**config.mk**
```make
export PLATFORM = sky130hd
export DESIGN_NAME = i2c_master_frame_ctrl_flat
export DESIGN_NICKNAME = d
export VERILOG_FILES = /design/src/rtl/i2c_master_frame_ctrl_if.sv /design/src/rtl/i2c_master_frame_ctrl.sv /design/src/flat_wrapper.sv
export SDC_FILE = /design/constraint.sdc
export NUM_CORES = 1
export LEC_CHECK = 0
export CORE_MARGIN = 5
export CORE_UTILIZATION = 50
export CTS_BUF_LIST = sky130_fd_sc_hd__clkbuf_4 sky130_fd_sc_hd__clkbuf_8
export CTS_CLUSTER_SIZE = 12
export DETAILED_ROUTE_END_ITERATION = 16
export GPL_TIMING_DRIVEN = 0
export PLACE_DENSITY = 0.84
export SETUP_SLACK_MARGIN = 0.4
export SLEW_MARGIN = 20
export SYNTH_ARGS = -nofsm -noshare
export SYNTH_HDL_FRONTEND = slang
export SYNTH_SLANG_ARGS = --single-unit
```
**constraint.sdc**
```tcl
create_clock -name clk -period 2.4 [get_ports clk]
set_input_delay 0.24 -clock clk [delete_from_list [all_inputs] [get_ports clk]]
set_output_delay 0.24 -clock clk [all_outputs]
set_load 0.01 [all_outputs]
```
**src/rtl/i2c_master_frame_ctrl_if.sv**
```systemverilog
// Host request/response and byte-engine command bundle for the I2C frame sequencer.
// master: the frame sequencer; slave: the host plus the byte engine facing it.
interface i2c_master_frame_ctrl_if;
  logic        req_valid;
  logic        req_ready;
  logic        req_rw;
  logic [6:0]  req_dev;
  logic [15:0] req_addr;
  logic [31:0] req_wdata;
  logic        rsp_valid;
  logic [31:0] rsp_rdata;
  logic [1:0]  rsp_err;
  logic        bcmd_valid;
  logic        bcmd_ready;
  logic [2:0]  bcmd_op;
  logic [7:0]  bcmd_data;
  logic        bcmd_last;
  logic        bdone;
  logic [7:0]  brx_data;
  logic        brx_ack;

  modport master (
    input  req_valid, req_rw, req_dev, req_addr, req_wdata,
    input  bcmd_ready, bdone, brx_data, brx_ack,
    output req_ready, rsp_valid, rsp_rdata, rsp_err,
    output bcmd_valid, bcmd_op, bcmd_data, bcmd_last
  );

  modport slave (
    output req_valid, req_rw, req_dev, req_addr, req_wdata,
    output bcmd_ready, bdone, brx_data, brx_ack,
    input  req_ready, rsp_valid, rsp_rdata, rsp_err,
    input  bcmd_valid, bcmd_op, bcmd_data, bcmd_last
  );
endinterface

```
**src/rtl/i2c_master_frame_ctrl.sv**
```systemverilog
// Turns one 32-bit register write/read request into START/WRITE/READ/STOP byte-engine ops.
// Define I2C_FRAME_RETRY_EN to retry device-address NACKs up to MAX_RETRY times.
module i2c_master_frame_ctrl #(
  parameter int ADDR_BYTES     = 2,
  parameter int DATA_BYTES     = 4,
  parameter int TIMEOUT_CYCLES = 4096,
  parameter int MAX_RETRY      = 3
) (
  input  logic                   clk,
  input  logic                   rst_n,
  i2c_master_frame_ctrl_if.master bus
);

  typedef enum logic [3:0] {
    S_IDLE, S_START, S_DEV_W, S_ADDR, S_WDATA,
    S_RESTART, S_DEV_R, S_RDATA, S_STOP, S_RESP
  } state_t;

  localparam logic [2:0] OP_START   = 3'd0;
  localparam logic [2:0] OP_RESTART = 3'd1;
  localparam logic [2:0] OP_WRITE   = 3'd2;
  localparam logic [2:0] OP_READ    = 3'd3;
  localparam logic [2:0] OP_STOP    = 3'd4;

  localparam logic [1:0] ERR_OK   = 2'b00;
  localparam logic [1:0] ERR_DEV  = 2'b01;
  localparam logic [1:0] ERR_BYTE = 2'b10;
  localparam logic [1:0] ERR_TMO  = 2'b11;

  localparam logic [1:0] ADDR_LAST = 2'(ADDR_BYTES - 1);
  localparam logic [1:0] DATA_LAST = 2'(DATA_BYTES - 1);
  localparam int         TW        = (TIMEOUT_CYCLES > 2) ? $clog2(TIMEOUT_CYCLES) : 1;
  localparam logic [TW-1:0] TMO_LAST = TW'(TIMEOUT_CYCLES - 1);

  if (ADDR_BYTES < 1 || ADDR_BYTES > 2 || DATA_BYTES < 1 || DATA_BYTES > 4 ||
      TIMEOUT_CYCLES < 2 || MAX_RETRY < 0) begin : g_bad_param
    $error("i2c_master_frame_ctrl: parameter out of range");
  end

  // Byte idx counts from the least significant byte of the word.
  function automatic logic [7:0] byte_sel(input logic [31:0] w, input logic [1:0] idx);
    case (idx)
      2'd0:    return w[7:0];
      2'd1:    return w[15:8];
      2'd2:    return w[23:16];
      default: return w[31:24];
    endcase
  endfunction

  state_t        state_q, state_d;
  logic          wait_q, wait_d;
  logic [1:0]    cnt_q, cnt_d;
  logic [TW-1:0] tmo_q, tmo_d;
  logic          rw_q, rw_d;
  logic [6:0]    dev_q, dev_d;
  logic [15:0]   addr_q, addr_d;
  logic [31:0]   wdata_q, wdata_d;
  logic [31:0]   rdata_q, rdata_d;
  logic [1:0]    err_q, err_d;
  logic          req_ready_q, req_ready_d;
  logic          rsp_valid_q, rsp_valid_d;
  logic [31:0]   rsp_rdata_q, rsp_rdata_d;
  logic [1:0]    rsp_err_q, rsp_err_d;
  logic          bcmd_valid_q, bcmd_valid_d;
  logic [2:0]    bcmd_op_q, bcmd_op_d;
  logic [7:0]    bcmd_data_q, bcmd_data_d;
  logic          bcmd_last_q, bcmd_last_d;
`ifdef I2C_FRAME_RETRY_EN
  localparam int RW = (MAX_RETRY > 0) ? $clog2(MAX_RETRY + 1) : 1;
  localparam logic [RW-1:0] RETRY_MAX = RW'(MAX_RETRY);
  logic [RW-1:0] retry_q, retry_d;
`endif

  logic   go;
  state_t go_state;
  logic   in_op;

  always_comb begin
    state_d  = state_q;
    wait_d   = wait_q;
    cnt_d    = cnt_q;
    tmo_d    = tmo_q;
    rw_d     = rw_q;
    dev_d    = dev_q;
    addr_d   = addr_q;
    wdata_d  = wdata_q;
    rdata_d  = rdata_q;
    err_d    = err_q;
    go       = 1'b0;
    go_state = state_q;
`ifdef I2C_FRAME_RETRY_EN
    retry_d  = retry_q;
`endif

    case (state_q)
      S_IDLE: begin
        if (bus.req_valid && req_ready_q) begin
          rw_d     = bus.req_rw;
          dev_d    = bus.req_dev;
          addr_d   = bus.req_addr;
          wdata_d  = bus.req_wdata;
          rdata_d  = '0;
          err_d    = ERR_OK;
          go       = 1'b1;
          go_state = S_START;
`ifdef I2C_FRAME_RETRY_EN
          retry_d  = '0;
`endif
        end
      end
      S_RESP: begin
        go       = 1'b1;
        go_state = S_IDLE;
      end
      default: begin
        if (!wait_q && bus.bcmd_ready) begin
          wait_d = 1'b1;
          tmo_d  = '0;
        end else if (wait_q && bus.bdone) begin
          go = 1'b1;
          case (state_q)
            S_START:   go_state = S_DEV_W;
            S_RESTART: go_state = S_DEV_R;
            S_DEV_W, S_DEV_R: begin
              if (bus.brx_ack) begin
                err_d    = ERR_DEV;
                go_state = S_STOP;
              end else begin
                go_state = (state_q == S_DEV_W) ? S_ADDR : S_RDATA;
              end
            end
            S_ADDR: begin
              if (bus.brx_ack) begin
                err_d    = ERR_BYTE;
                go_state = S_STOP;
              end else if (cnt_q == ADDR_LAST) begin
                go_state = rw_q ? S_RESTART : S_WDATA;
              end else begin
                go    = 1'b0;
                wait_d = 1'b0;
                tmo_d = '0;
                cnt_d = cnt_q + 2'd1;
              end
            end
            S_WDATA: begin
              if (bus.brx_ack) begin
                err_d    = ERR_BYTE;
                go_state = S_STOP;
              end else if (cnt_q == DATA_LAST) begin
                go_state = S_STOP;
              end else begin
                go     = 1'b0;
                wait_d = 1'b0;
                tmo_d  = '0;
                cnt_d  = cnt_q + 2'd1;
              end
            end
            S_RDATA: begin
              rdata_d = {rdata_q[23:0], bus.brx_data};
              if (cnt_q == DATA_LAST) begin
                go_state = S_STOP;
              end else begin
                go     = 1'b0;
                wait_d = 1'b0;
                tmo_d  = '0;
                cnt_d  = cnt_q + 2'd1;
              end
            end
            default: begin
              go_state = S_RESP;
`ifdef I2C_FRAME_RETRY_EN
              if (err_q == ERR_DEV && retry_q != RETRY_MAX) begin
                retry_d  = retry_q + RW'(1);
                err_d    = ERR_OK;
                rdata_d  = '0;
                go_state = S_START;
              end
`endif
            end
          endcase
        end else if (tmo_q == TMO_LAST) begin
          // Engine presumed hung: answer without a STOP.
          err_d    = ERR_TMO;
          go       = 1'b1;
          go_state = S_RESP;
        end else begin
          tmo_d = tmo_q + TW'(1);
        end
      end
    endcase

    if (go) begin
      state_d = go_state;
      wait_d  = 1'b0;
      cnt_d   = '0;
      tmo_d   = '0;
    end

    // Outputs are derived from next state so they register cleanly.
    in_op        = !(state_d inside {S_IDLE, S_RESP});
    req_ready_d  = (state_d == S_IDLE);
    rsp_valid_d  = (state_d == S_RESP);
    rsp_rdata_d  = (state_d == S_RESP) ? rdata_d : '0;
    rsp_err_d    = (state_d == S_RESP) ? err_d : ERR_OK;
    bcmd_valid_d = in_op && !wait_d;
    bcmd_op_d    = OP_START;
    bcmd_data_d  = '0;
    bcmd_last_d  = 1'b0;
    if (bcmd_valid_d) begin
      case (state_d)
        S_RESTART: bcmd_op_d = OP_RESTART;
        S_DEV_W: begin
          bcmd_op_d   = OP_WRITE;
          bcmd_data_d = {dev_d, 1'b0};
        end
        S_DEV_R: begin
          bcmd_op_d   = OP_WRITE;
          bcmd_data_d = {dev_d, 1'b1};
        end
        S_ADDR: begin
          bcmd_op_d   = OP_WRITE;
          bcmd_data_d = byte_sel({16'd0, addr_d}, ADDR_LAST - cnt_d);
        end
        S_WDATA: begin
          bcmd_op_d   = OP_WRITE;
          bcmd_data_d = byte_sel(wdata_d, DATA_LAST - cnt_d);
        end
        S_RDATA: begin
          bcmd_op_d   = OP_READ;
          bcmd_last_d = (cnt_d == DATA_LAST);
        end
        S_STOP:  bcmd_op_d = OP_STOP;
        default: bcmd_op_d = OP_START;
      endcase
    end
  end

  always_ff @(posedge clk or negedge rst_n) begin
    if (!rst_n) begin
      state_q      <= S_IDLE;
      wait_q       <= 1'b0;
      cnt_q        <= '0;
      tmo_q        <= '0;
      rw_q         <= 1'b0;
      dev_q        <= '0;
      addr_q       <= '0;
      wdata_q      <= '0;
      rdata_q      <= '0;
      err_q        <= ERR_OK;
      req_ready_q  <= 1'b0;
      rsp_valid_q  <= 1'b0;
      rsp_rdata_q  <= '0;
      rsp_err_q    <= ERR_OK;
      bcmd_valid_q <= 1'b0;
      bcmd_op_q    <= OP_START;
      bcmd_data_q  <= '0;
      bcmd_last_q  <= 1'b0;
`ifdef I2C_FRAME_RETRY_EN
      retry_q      <= '0;
`endif
    end else begin
      state_q      <= state_d;
      wait_q       <= wait_d;
      cnt_q        <= cnt_d;
      tmo_q        <= tmo_d;
      rw_q         <= rw_d;
      dev_q        <= dev_d;
      addr_q       <= addr_d;
      wdata_q      <= wdata_d;
      rdata_q      <= rdata_d;
      err_q        <= err_d;
      req_ready_q  <= req_ready_d;
      rsp_valid_q  <= rsp_valid_d;
      rsp_rdata_q  <= rsp_rdata_d;
      rsp_err_q    <= rsp_err_d;
      bcmd_valid_q <= bcmd_valid_d;
      bcmd_op_q    <= bcmd_op_d;
      bcmd_data_q  <= bcmd_data_d;
      bcmd_last_q  <= bcmd_last_d;
`ifdef I2C_FRAME_RETRY_EN
      retry_q      <= retry_d;
`endif
    end
  end

  assign bus.req_ready  = req_ready_q;
  assign bus.rsp_valid  = rsp_valid_q;
  assign bus.rsp_rdata  = rsp_rdata_q;
  assign bus.rsp_err    = rsp_err_q;
  assign bus.bcmd_valid = bcmd_valid_q;
  assign bus.bcmd_op    = bcmd_op_q;
  assign bus.bcmd_data  = bcmd_data_q;
  assign bus.bcmd_last  = bcmd_last_q;

endmodule

```
**src/flat_wrapper.sv**
```systemverilog
// flat-port wrapper written by rule: the top's interface ports become plain ports
module i2c_master_frame_ctrl_flat 
#(
  parameter int ADDR_BYTES     = 2,
  parameter int DATA_BYTES     = 4,
  parameter int TIMEOUT_CYCLES = 4096,
  parameter int MAX_RETRY      = 3
)
  (clk, rst_n, bus_req_valid, bus_req_rw, bus_req_dev, bus_req_addr, bus_req_wdata, bus_bcmd_ready, bus_bdone, bus_brx_data, bus_brx_ack, bus_req_ready, bus_rsp_valid, bus_rsp_rdata, bus_rsp_err, bus_bcmd_valid, bus_bcmd_op, bus_bcmd_data, bus_bcmd_last);
  i2c_master_frame_ctrl_if bus_i ();
  input  logic clk;
  input  logic rst_n;
  input wire logic [$bits(bus_i.req_valid)-1:0] bus_req_valid;
  input wire logic [$bits(bus_i.req_rw)-1:0] bus_req_rw;
  input wire logic [$bits(bus_i.req_dev)-1:0] bus_req_dev;
  input wire logic [$bits(bus_i.req_addr)-1:0] bus_req_addr;
  input wire logic [$bits(bus_i.req_wdata)-1:0] bus_req_wdata;
  input wire logic [$bits(bus_i.bcmd_ready)-1:0] bus_bcmd_ready;
  input wire logic [$bits(bus_i.bdone)-1:0] bus_bdone;
  input wire logic [$bits(bus_i.brx_data)-1:0] bus_brx_data;
  input wire logic [$bits(bus_i.brx_ack)-1:0] bus_brx_ack;
  output wire logic [$bits(bus_i.req_ready)-1:0] bus_req_ready;
  output wire logic [$bits(bus_i.rsp_valid)-1:0] bus_rsp_valid;
  output wire logic [$bits(bus_i.rsp_rdata)-1:0] bus_rsp_rdata;
  output wire logic [$bits(bus_i.rsp_err)-1:0] bus_rsp_err;
  output wire logic [$bits(bus_i.bcmd_valid)-1:0] bus_bcmd_valid;
  output wire logic [$bits(bus_i.bcmd_op)-1:0] bus_bcmd_op;
  output wire logic [$bits(bus_i.bcmd_data)-1:0] bus_bcmd_data;
  output wire logic [$bits(bus_i.bcmd_last)-1:0] bus_bcmd_last;
  assign bus_i.req_valid = bus_req_valid;
  assign bus_i.req_rw = bus_req_rw;
  assign bus_i.req_dev = bus_req_dev;
  assign bus_i.req_addr = bus_req_addr;
  assign bus_i.req_wdata = bus_req_wdata;
  assign bus_i.bcmd_ready = bus_bcmd_ready;
  assign bus_i.bdone = bus_bdone;
  assign bus_i.brx_data = bus_brx_data;
  assign bus_i.brx_ack = bus_brx_ack;
  assign bus_req_ready = bus_i.req_ready;
  assign bus_rsp_valid = bus_i.rsp_valid;
  assign bus_rsp_rdata = bus_i.rsp_rdata;
  assign bus_rsp_err = bus_i.rsp_err;
  assign bus_bcmd_valid = bus_i.bcmd_valid;
  assign bus_bcmd_op = bus_i.bcmd_op;
  assign bus_bcmd_data = bus_i.bcmd_data;
  assign bus_bcmd_last = bus_i.bcmd_last;
  i2c_master_frame_ctrl #(.ADDR_BYTES(ADDR_BYTES), .DATA_BYTES(DATA_BYTES), .TIMEOUT_CYCLES(TIMEOUT_CYCLES), .MAX_RETRY(MAX_RETRY)) u_core (.clk(clk), .rst_n(rst_n), .bus(bus_i));
endmodule
```
After elaboration in Yosys (flattened, before gate mapping)

Index checks and enable logic that the tools add are counted.

Bits in registers: 158
Output and inout bits: 49
Word-level logic and storage cells: 150

Add/sub/neg operators: 4
Equal/unequal tests: 29
Multiplexer cells: 81
Reductions and logical operators: 18

Operator list:

| operator              | number |
|---|---|
| $mux 32               | 7 |
| $mux 12               | 9 |
| $pmux 32 s2           | 1 |
| $mux 4                | 10 |
| $pmux 12 s3           | 1 |
| $eq 4x3->1 const B    | 8 |
| $mux 16               | 2 |
| $pmux 8 s4            | 1 |
| $mux 2                | 15 |
| $pmux 4 s6            | 1 |
| $pmux 8 s3            | 1 |
| $mux 1                | 19 |
| $eq 4x2->1 const B    | 4 |
| $pmux 8 s2            | 1 |
| $ne 5x3->1 const B    | 3 |
| $mux 7                | 2 |
| $add 12x1->12 const B | 1 |
| $eq 12x12->1 const B  | 1 |
| $eq 4x4->1 const B    | 3 |
| $pmux 3 s4            | 1 |
| $logic_not 4->1       | 2 |
| $mux 8                | 1 |
| $pmux 2 s2            | 2 |
| $pmux 4 s2            | 1 |
| other kinds (21)      | 35 |

Depth between registers and ports, before layout

Depth after elaboration: 13
Gate-level depth with buffers: 12
Gate-level depth less buffers: 10

Worst setup path before layout

Ideal clock, no wire load.

Path kind: register to register
Start point: reg u_core.state_q[1]
End point: reg u_core.rsp_err_q[1], in the netlist u_core.bus.rsp_err[1]
Arrival time: 2.458 ns
Setup slack: -0.154 ns
Stages on the path, launching flop included: 10
Path buffers: 2
Clock period less this slack: 2.554 ns
Cells stage by stage: dfrtp_1 > or3b_4 > o32ai_2 > a221oi_2 > o31ai_2 > buf_4 > mux2i_4 > nand4_2 > buf_4 > nor4_2

RTL lines:

| what                                            | line                         | RTL |
|---|---|---|
| start: declaration                              | i2c_master_frame_ctrl.sv:50  | `state_t state_q, state_d;` |
| start signal: assignment                        | i2c_master_frame_ctrl.sv:262 | `state_q <= state_d;` |
| $eq 4x3->1 / $eq 4x2->1 (equally long branches) | i2c_master_frame_ctrl.sv:121 | `case (state_q)` |
| $reduce_or 2->1                                 | i2c_master_frame_ctrl.sv:121 |  |
| $pmux 4 s6                                      | i2c_master_frame_ctrl.sv:121 |  |
| $mux 4                                          | i2c_master_frame_ctrl.sv:119 | `end else if (wait_q && bus.bdone) begin` |
| $mux 4                                          | i2c_master_frame_ctrl.sv:116 | `if (!wait_q && bus.bcmd_ready) begin` |
| $pmux 4 s2                                      | i2c_master_frame_ctrl.sv:95  | `case (state_q)` |
| $mux 4 (*)                                      | i2c_master_frame_ctrl.sv:192 | `if (go) begin` |
| named net u_core.state_d[0]                     | i2c_master_frame_ctrl.sv:50  |  |
| $eq 4x4->1 (*)                                  | i2c_master_frame_ctrl.sv:204 | `rsp_err_d = (state_d == S_RESP) ? err_d : ERR_OK;` |
| $mux 2 (*)                                      | i2c_master_frame_ctrl.sv:204 |  |
| named net u_core.rsp_err_d[1]                   | i2c_master_frame_ctrl.sv:63  | `logic [1:0] rsp_err_q, rsp_err_d;` |
| end signal: assignment                          | i2c_master_frame_ctrl.sv:275 | `rsp_err_q <= rsp_err_d;` |
| end: declaration                                | i2c_master_frame_ctrl.sv:63  |  |

Mark *: on every way through the listed nets, which the timed path passes. The rest lies on a longest branch.
A chain may end at the register's enable or synchronous reset.

Worst setup path after layout

Start point: reg u_core.cnt_q[1]
End point: reg u_core.rsp_rdata_q[26], in the netlist u_core.bus.rsp_rdata[26]

Cells in the longest elaborated chain, start to end: 10

RTL lines:

| what                                            | line                                                                                     | RTL |
|---|---|---|
| start: declaration                              | i2c_master_frame_ctrl.sv:52                                                              | `logic [1:0] cnt_q, cnt_d;` |
| start signal: assignment                        | i2c_master_frame_ctrl.sv:264                                                             | `cnt_q <= cnt_d;` |
| $eq 2x2->1 / $eq 2x1->1 (equally long branches) | i2c_master_frame_ctrl.sv:149, i2c_master_frame_ctrl.sv:160, i2c_master_frame_ctrl.sv:136 |  |
| $mux 4, or another cell as far along            | i2c_master_frame_ctrl.sv:149, i2c_master_frame_ctrl.sv:160                               |  |
| $mux 4, or another cell as far along            | i2c_master_frame_ctrl.sv:146                                                             | `if (bus.brx_ack) begin` |
| $pmux 4 s6 / $pmux 1 s3 (equally long branches) | i2c_master_frame_ctrl.sv:121                                                             |  |
| $mux 4 / $mux 1 (equally long branches)         | i2c_master_frame_ctrl.sv:119                                                             |  |
| $mux 4 / $mux 1 (equally long branches)         | i2c_master_frame_ctrl.sv:116                                                             |  |
| $pmux 4 s2 / $pmux 1 s2 (equally long branches) | i2c_master_frame_ctrl.sv:95                                                              |  |
| $mux 4 (*)                                      | i2c_master_frame_ctrl.sv:192                                                             |  |
| named net u_core.state_d[0]                     | i2c_master_frame_ctrl.sv:50                                                              |  |
| $eq 4x4->1 (*)                                  | i2c_master_frame_ctrl.sv:203                                                             | `rsp_rdata_d = (state_d == S_RESP) ? rdata_d : '0;` |
| $mux 32 (*)                                     | i2c_master_frame_ctrl.sv:203                                                             |  |
| named net u_core.rsp_rdata_d[26]                | i2c_master_frame_ctrl.sv:62                                                              | `logic [31:0] rsp_rdata_q, rsp_rdata_d;` |
| end signal: assignment                          | i2c_master_frame_ctrl.sv:274                                                             | `rsp_rdata_q <= rsp_rdata_d;` |
| end: declaration                                | i2c_master_frame_ctrl.sv:62                                                              |  |

Marked as above.

==> flow_summary.json <==
{
  "status": "complete, but fails checks",
  "failed_checks": "negative setup slack",
  "hold_viol": 0,
  "slew_headroom_pct": 57.2,
  "syn-cell-area_um2": 6950,
  "rr_worst_depth": 10,
  "fin_crit_ns": 2.93,
  "ys_seq_area_share_pct": 56.9,
  "regToRegStartpoint": "u_core.cnt_q[1]$_DFF_PN0_",
  "period_share_pct": 122,
  "grt_first_pass_wirelength_um": 33500,
  "gp_congestion": 0.914,
  "grt_use_total_pct": 26.8,
  "fin_nets": 875,
  "cts_made_buffers": 17,
  "max_stage_delay_ns": 0.41,
  "clkLatencyLatePin_ns": 0.47,
  "syn_nets": 658,
  "r2r_end": "u_core.bus.rsp_rdata[26]$_DFF_PN0_",
  "cp.arrival_ns": 3.28,
  "grtUsageMet2_pct": 45.2,
  "setup_tns_ns": -20.30,
  "cts_sinks": 158,
  "postRouteAntennaNets": 0,
  "yosys.cell_types.count": 64,
  "ys.flop_type": "dfrtp_1",
  "worst_setup_path_start_kind": "flop",
  "core_um2": 13800,
  "overflow": 0,
  "grt_pass1_vias": 6260,
  "dieArea_um2": 16400,
  "routed_wl_um": 26600,
  "crit_type": "flop to flop",
  "final-instance-count-excl-fill": 1000,
  "syn2layout_area_growth_pct": 53.9,
  "ios": 119,
  "clk_path_buf_depth": 2,
  "path_max_fanout": 9,
  "synth.most_common_cell": "dfrtp_1",
  "cts_htree_levels": 4,
  "ys_top_cells_by_area": "dfrtp_1 57%, mux2_2 6.5%, a22o_1 4.0%",
  "setup_violations": 66,
  "drv_cap": 0,
  "cts_tree": "built",
  "design_area_um2": 10700,
  "hpwl_um": 12600,
  "initial_utilization_pct": 50.5,
  "antenna_found_initial": 3,
  "die_height_um": 128,
  "busiest_layer": "met2",
  "yosysTopAreaCell": "dfrtp_1",
  "dpl.cell_count": 886,
  "ys_ff_latch": 158,
  "hold_path_class": "primary input to async pin",
  "ir_worst_vdd_mv": 0.732,
  "crit_chain": "buf_2 -> nor2b_2 -> o32ai_4 -> a221oi_4 -> o31ai_4 -> buf_6 -> mux2i_4 -> nand4_4 -> buf_8 -> nor2b_1",
  "cp_slowest_cell": "dfrtp_1",
  "die_w_um": 128,
  "worst_slew_pin_slew_ns": 0.641,
  "clk_pin_slew_ns": 0.09,
  "drt-initial-drc-count": 757,
  "rsz0062_at_grt": "true",
  "grt_util_met1_pct": 30.0,
  "grt_util_met3_pct": 6.96,
  "synth_area_per_cell_um2": 11.8,
  "powerDensity_nw_per_um2": 1110,
  "end_kind": "flop",
  "setup_slack_ns": -0.525,
  "crit_required_ns": 2.76,
  "r2r_setup_slack_ns": -0.53,
  "final-max-slew-violation-count": 0,
  "port_buffers": 118,
  "vias": 6246,
  "yosysTopAreaCellShare_pct": 56.9,
  "viasPerCell": 6.25,
  "synth_common_cells": "158 x dfrtp_1, 40 x mux2_2, 40 x nor2b_1, 34 x nor2_1, 32 x a22o_1",
  "synthArstFlopShare_pct": 100,
  "drc": 0,
  "drive_gt1_share_pct": 35.9,
  "max_freq_mhz": 342,
  "clock_skew_ns": 0.0172,
  "synth-edff-count": 0,
  "yosysWarnings": 0,
  "p_leak_nw": 4.68,
  "dr.pass1.iters": 6,
  "row_count": 43,
  "netlist_instances": 587,
  "wl_per_cell_um": 26.6,
  "clockRootBuffer": "clkbuf_8",
  "grt_max_degree": 108,
  "placed_cell_area_um2": 8460
}
==> state kept, by name (all words and copies together), names as in the netlist, 2 cells and up <==
| register | cells |
|---|---|
| u_core.addr_q | 16 |
| u_core.bus.bcmd_data | 8 |
| u_core.bus.bcmd_op | 3 |
| u_core.bus.rsp_err | 2 |
| u_core.bus.rsp_rdata | 32 |
| u_core.cnt_q | 2 |
| u_core.dev_q | 7 |
| u_core.err_q | 2 |
| u_core.rdata_q | 32 |
| u_core.state_q | 4 |
| u_core.tmo_q | 12 |
| u_core.wdata_q | 32 |
==> metrics by stage <==
stage / worst slack, ns / hold WS [ns] / total power [mW] / utilization, %
2_1_floorplan: -0.0996 / -0.0556 / 5.77 / -
3_3_place_gp: -4.73 / 0.461 / 6.61 / 61.2
3_5_place_dp: -0.831 / 0.186 / 6.76 / 61.4
4_1_cts: -0.257 / 0.277 / 10.4 / 72.6
5_1_grt: -0.607 / 0.306 / 12.2 / 77.7
6_report: -0.525 / 0.290 / 11.9 / 77.7
==> worst max-delay path, delay by kind of cell (launching register included) <==
| kind | cells | cell delay [ns] |
|---|---|---|
| AOI/OAI and AO/OA | 3 | 0.75 |
| and+or+nand+nor | 3 | 0.69 |
| buffers and inverters | 3 | 0.63 |
| DFF | 1 | 0.41 |
| muxes | 1 | 0.33 |
==> kinds of logic after synthesis <==
| group | synth area share, % |
|---|---|
| AND/OR/NAND/NOR | 13.9 |
| flip-flops | 56.9 |
| AO/OA/AOI/OAI | 13.1 |
| buffers and inverters | 4.37 |
| multiplexers | 10.3 |
| XOR/XNOR | 1.26 |
| adder cells (fa/ha/maj) | 0.180 |
==> power by group <==
group	switching, mW	leakage [nW]	total [mW]	internal, mW
registers	0.355	2.12	3.57	3.22
clock network	1.06	0.243	2.42	1.36
logic	3.14	2.32	5.90	2.76
total	4.56	4.68	11.9	7.34
==> cell usage in the layout, fill, tap and decap left out, drive strengths merged, types with 6 or more instances in the layout <==
cell and n:
a22o 32, buf 104, nor3 14, dfrtp 158, o22ai 16, mux2 40, nor2b 40, nand3 10
nor4 7, o21ai 16, inv 33, clkdlybuf4s50 117, clkbuf 32, a22oi 9, nor2 34, nand2 31
mux2i 25, xor2 6, a21oi 20
==> cell type report <==
cell class | instances | area (um2)
antenna | 3 | 7.51
buffer | 36 | 442
clock buffer | 21 | 289
clock inverter | 11 | 201
fill | 702 | 3070
inverter | 31 | 119
multi-input combinational | 363 | 3460
sequential | 158 | 3960
tap | 180 | 225
timing repair buffer | 197 | 2000
==> worst max path at each step <==
stage                                startpoint                                 end  slack [ns]  cells past startpoint
finish                u_core.cnt_q[1]$_DFF_PN0_  u_core.bus.rsp_rdata[26]$_DFF_PN0_       -0.53                     10
global route          u_core.cnt_q[1]$_DFF_PN0_  u_core.bus.rsp_rdata[26]$_DFF_PN0_       -0.61                     10
CTS                 u_core.state_q[3]$_DFF_PN0_   u_core.bus.bcmd_data[5]$_DFF_PN0_       -0.26                     10
detailed placement                  bus_brx_ack   u_core.bus.bcmd_data[2]$_DFF_PN0_       -0.83                     10
global placement                          rst_n  u_core.bus.rsp_rdata[24]$_DFF_PN0_       -4.73                      1
floorplan           u_core.state_q[0]$_DFF_PN0_     u_core.bus.rsp_err[1]$_DFF_PN0_        -0.1                      9
==> layer usage <==
| metal | vias up | wire length (um) |
|---|---|---|
| met1 | 3112 | 9250 |
| li1 | 2517 | - |
| met3 | 151 | 2040 |
| met2 | 466 | 13400 |
| met4 | 0 | 1940 |
| met5 | - | 0 |
==> timing repair <==
action	4_1_cts	5_1_grt
setup buffers	34	34
gates cloned	7	3
resized for setup	155	98
pin swaps	20	23
endpoints found under the setup margin	153	155
hold buffers	1	0
endpoints found under the hold margin	51	0
Power figures use the tool's default switching activity.
==> RTL edit: new RTL, config.mk and constraints unchanged <==
`TIMEOUT_CYCLES` is set to 4096 in 2 places; all go to 8192.
--- a/src/rtl/i2c_master_frame_ctrl.sv
+++ b/src/rtl/i2c_master_frame_ctrl.sv
@@ -3,7 +3,7 @@
 module i2c_master_frame_ctrl #(
   parameter int ADDR_BYTES     = 2,
   parameter int DATA_BYTES     = 4,
-  parameter int TIMEOUT_CYCLES = 4096,
+  parameter int TIMEOUT_CYCLES = 8192,
   parameter int MAX_RETRY      = 3
 ) (
   input  logic                   clk,
--- a/src/flat_wrapper.sv
+++ b/src/flat_wrapper.sv
@@ -3,7 +3,7 @@
 #(
   parameter int ADDR_BYTES     = 2,
   parameter int DATA_BYTES     = 4,
-  parameter int TIMEOUT_CYCLES = 4096,
+  parameter int TIMEOUT_CYCLES = 8192,
   parameter int MAX_RETRY      = 3
 )
   (clk, rst_n, bus_req_valid, bus_req_rw, bus_req_dev, bus_req_addr, bus_req_wdata, bus_bcmd_ready, bus_bdone, bus_brx_data, bus_brx_ack, bus_req_ready, bus_rsp_valid, bus_rsp_rdata, bus_rsp_err, bus_bcmd_valid, bus_bcmd_op, bus_bcmd_data, bus_bcmd_last);
Behaviour: same outputs for any inputs over 4 cycles, from zero or initial values and one cycle with rst_n low; that may be too few to reach the edited logic, so the function may still have changed.
==> RTL edit against the original RTL <==
  * Final area fell by 3.1%
  * Sequential power fell by 2%
  * The flow still finishes with violations (negative setup slack)
  * Highest routed layer unchanged
  * Total power fell by 11%
  * Sequential share of layout area rose by 1.4 points
  * Wire length fell by 16%
  * Final cell count fell by 5.3%
  * Sequential cell count rose by 1
  * Area after synthesis barely moved
  * Setup slack improved by 140 ps
  * Worst hold slack improved by 20 ps
==> RTL edit: results (changes against the original RTL) <==
GRT
  – Largest net degree at the start of global routing: 102 (-5.6%)
  – Met3 usage: 6.625% (-0.33 points)
  – Antenna violations before repair: 0 (-3)
  – Total GRT Usage: 23.20% (-3.6 points)

Timing
  – Worst setup margin: -387.3 ps (+137.8 ps)
  – Endpoints failing setup: 48 (-27%)
  – TNS Setup: -14,010 ps (+6289 ps)

Clocking
  – CTS-repair resized insts: 73 (-53%)

Route
  – DR vias: 5,762 (-7.7%)
  – WL/cell: 23.67 um (-11%)
  – Post-route met1 wirelength: 8.897 mm (-3.8%)
  – Violation count after the first detailed-route iteration: 748 (-1.2%)

Place
  – DP HPWL: 12.31 mm (-2.7%)
  – GP Congestion: 0.8659 (-5.2%)
  – Placed Instances: 849 (-4.2%)
  – DP Area: 8528 um^2 (+0.86%)

Cells and area
  – Area of the multi-input gates: 3386 um^2 (-2.2%)
  – Final net count: 826 (-5.6%)
  – Antenna Cells: 0 (-3)
  – Non-clock buffers, area share: 22.69% (-0.16 points)
  – Core Util, Final: 75.35% (-2.4 points)
  – Sequential cell area share: 38.37% (+1.4 points)

Setup path
  – Reg2Reg Launch Point: u_core.tmo_q[1]
  – Slowest CP cell: a2111o_1

Outcome
  – Failing checks: negative setup slack
  – Status: complete, but fails checks

Pwr
  – VDD IR max: 0.0006939 V (-5.3%)
## RTL edit: cell types whose count changed after synthesis, sizes merged, moves of 4 or more
cell	change
a22o	+9
and4	+4
buf	-8
inv	-22
mux2	+22
mux2i	-18
nor2	-7
nor2b	-5
nor4	-6
o21ai	-7
o22ai	-16
o2bb2ai	+7
## RTL edit: power groups by stage
| stage | Sequential [mW] | Clock [mW] | Combinational [mW] |
|---|---|---|---|
| after floorplan | 3.43 | 0 | 2.11 |
| after global placement | 3.46 | 0 | 2.78 |
| after detailed placement | 3.48 | 0 | 2.89 |
| after CTS | 3.44 | 1.96 | 3.67 |
| after global routing | 3.53 | 2.14 | 5.32 |
| final | 3.50 | 2.01 | 5.10 |
## RTL edit: logic make-up (layout without fill, tap and decap cells)
family,after synthesis,in the layout,synth area share (%)
adders and majority gates,1,1,0.1798
buffers and inverters,40,256,3.237
xor gates and xnor gates,11,11,1.385
AOI/OAI and AO/OA,115,116,13.60
and+or+nand+nor,155,155,13.36
muxes,69,69,11.04
DFF,159,159,57.19
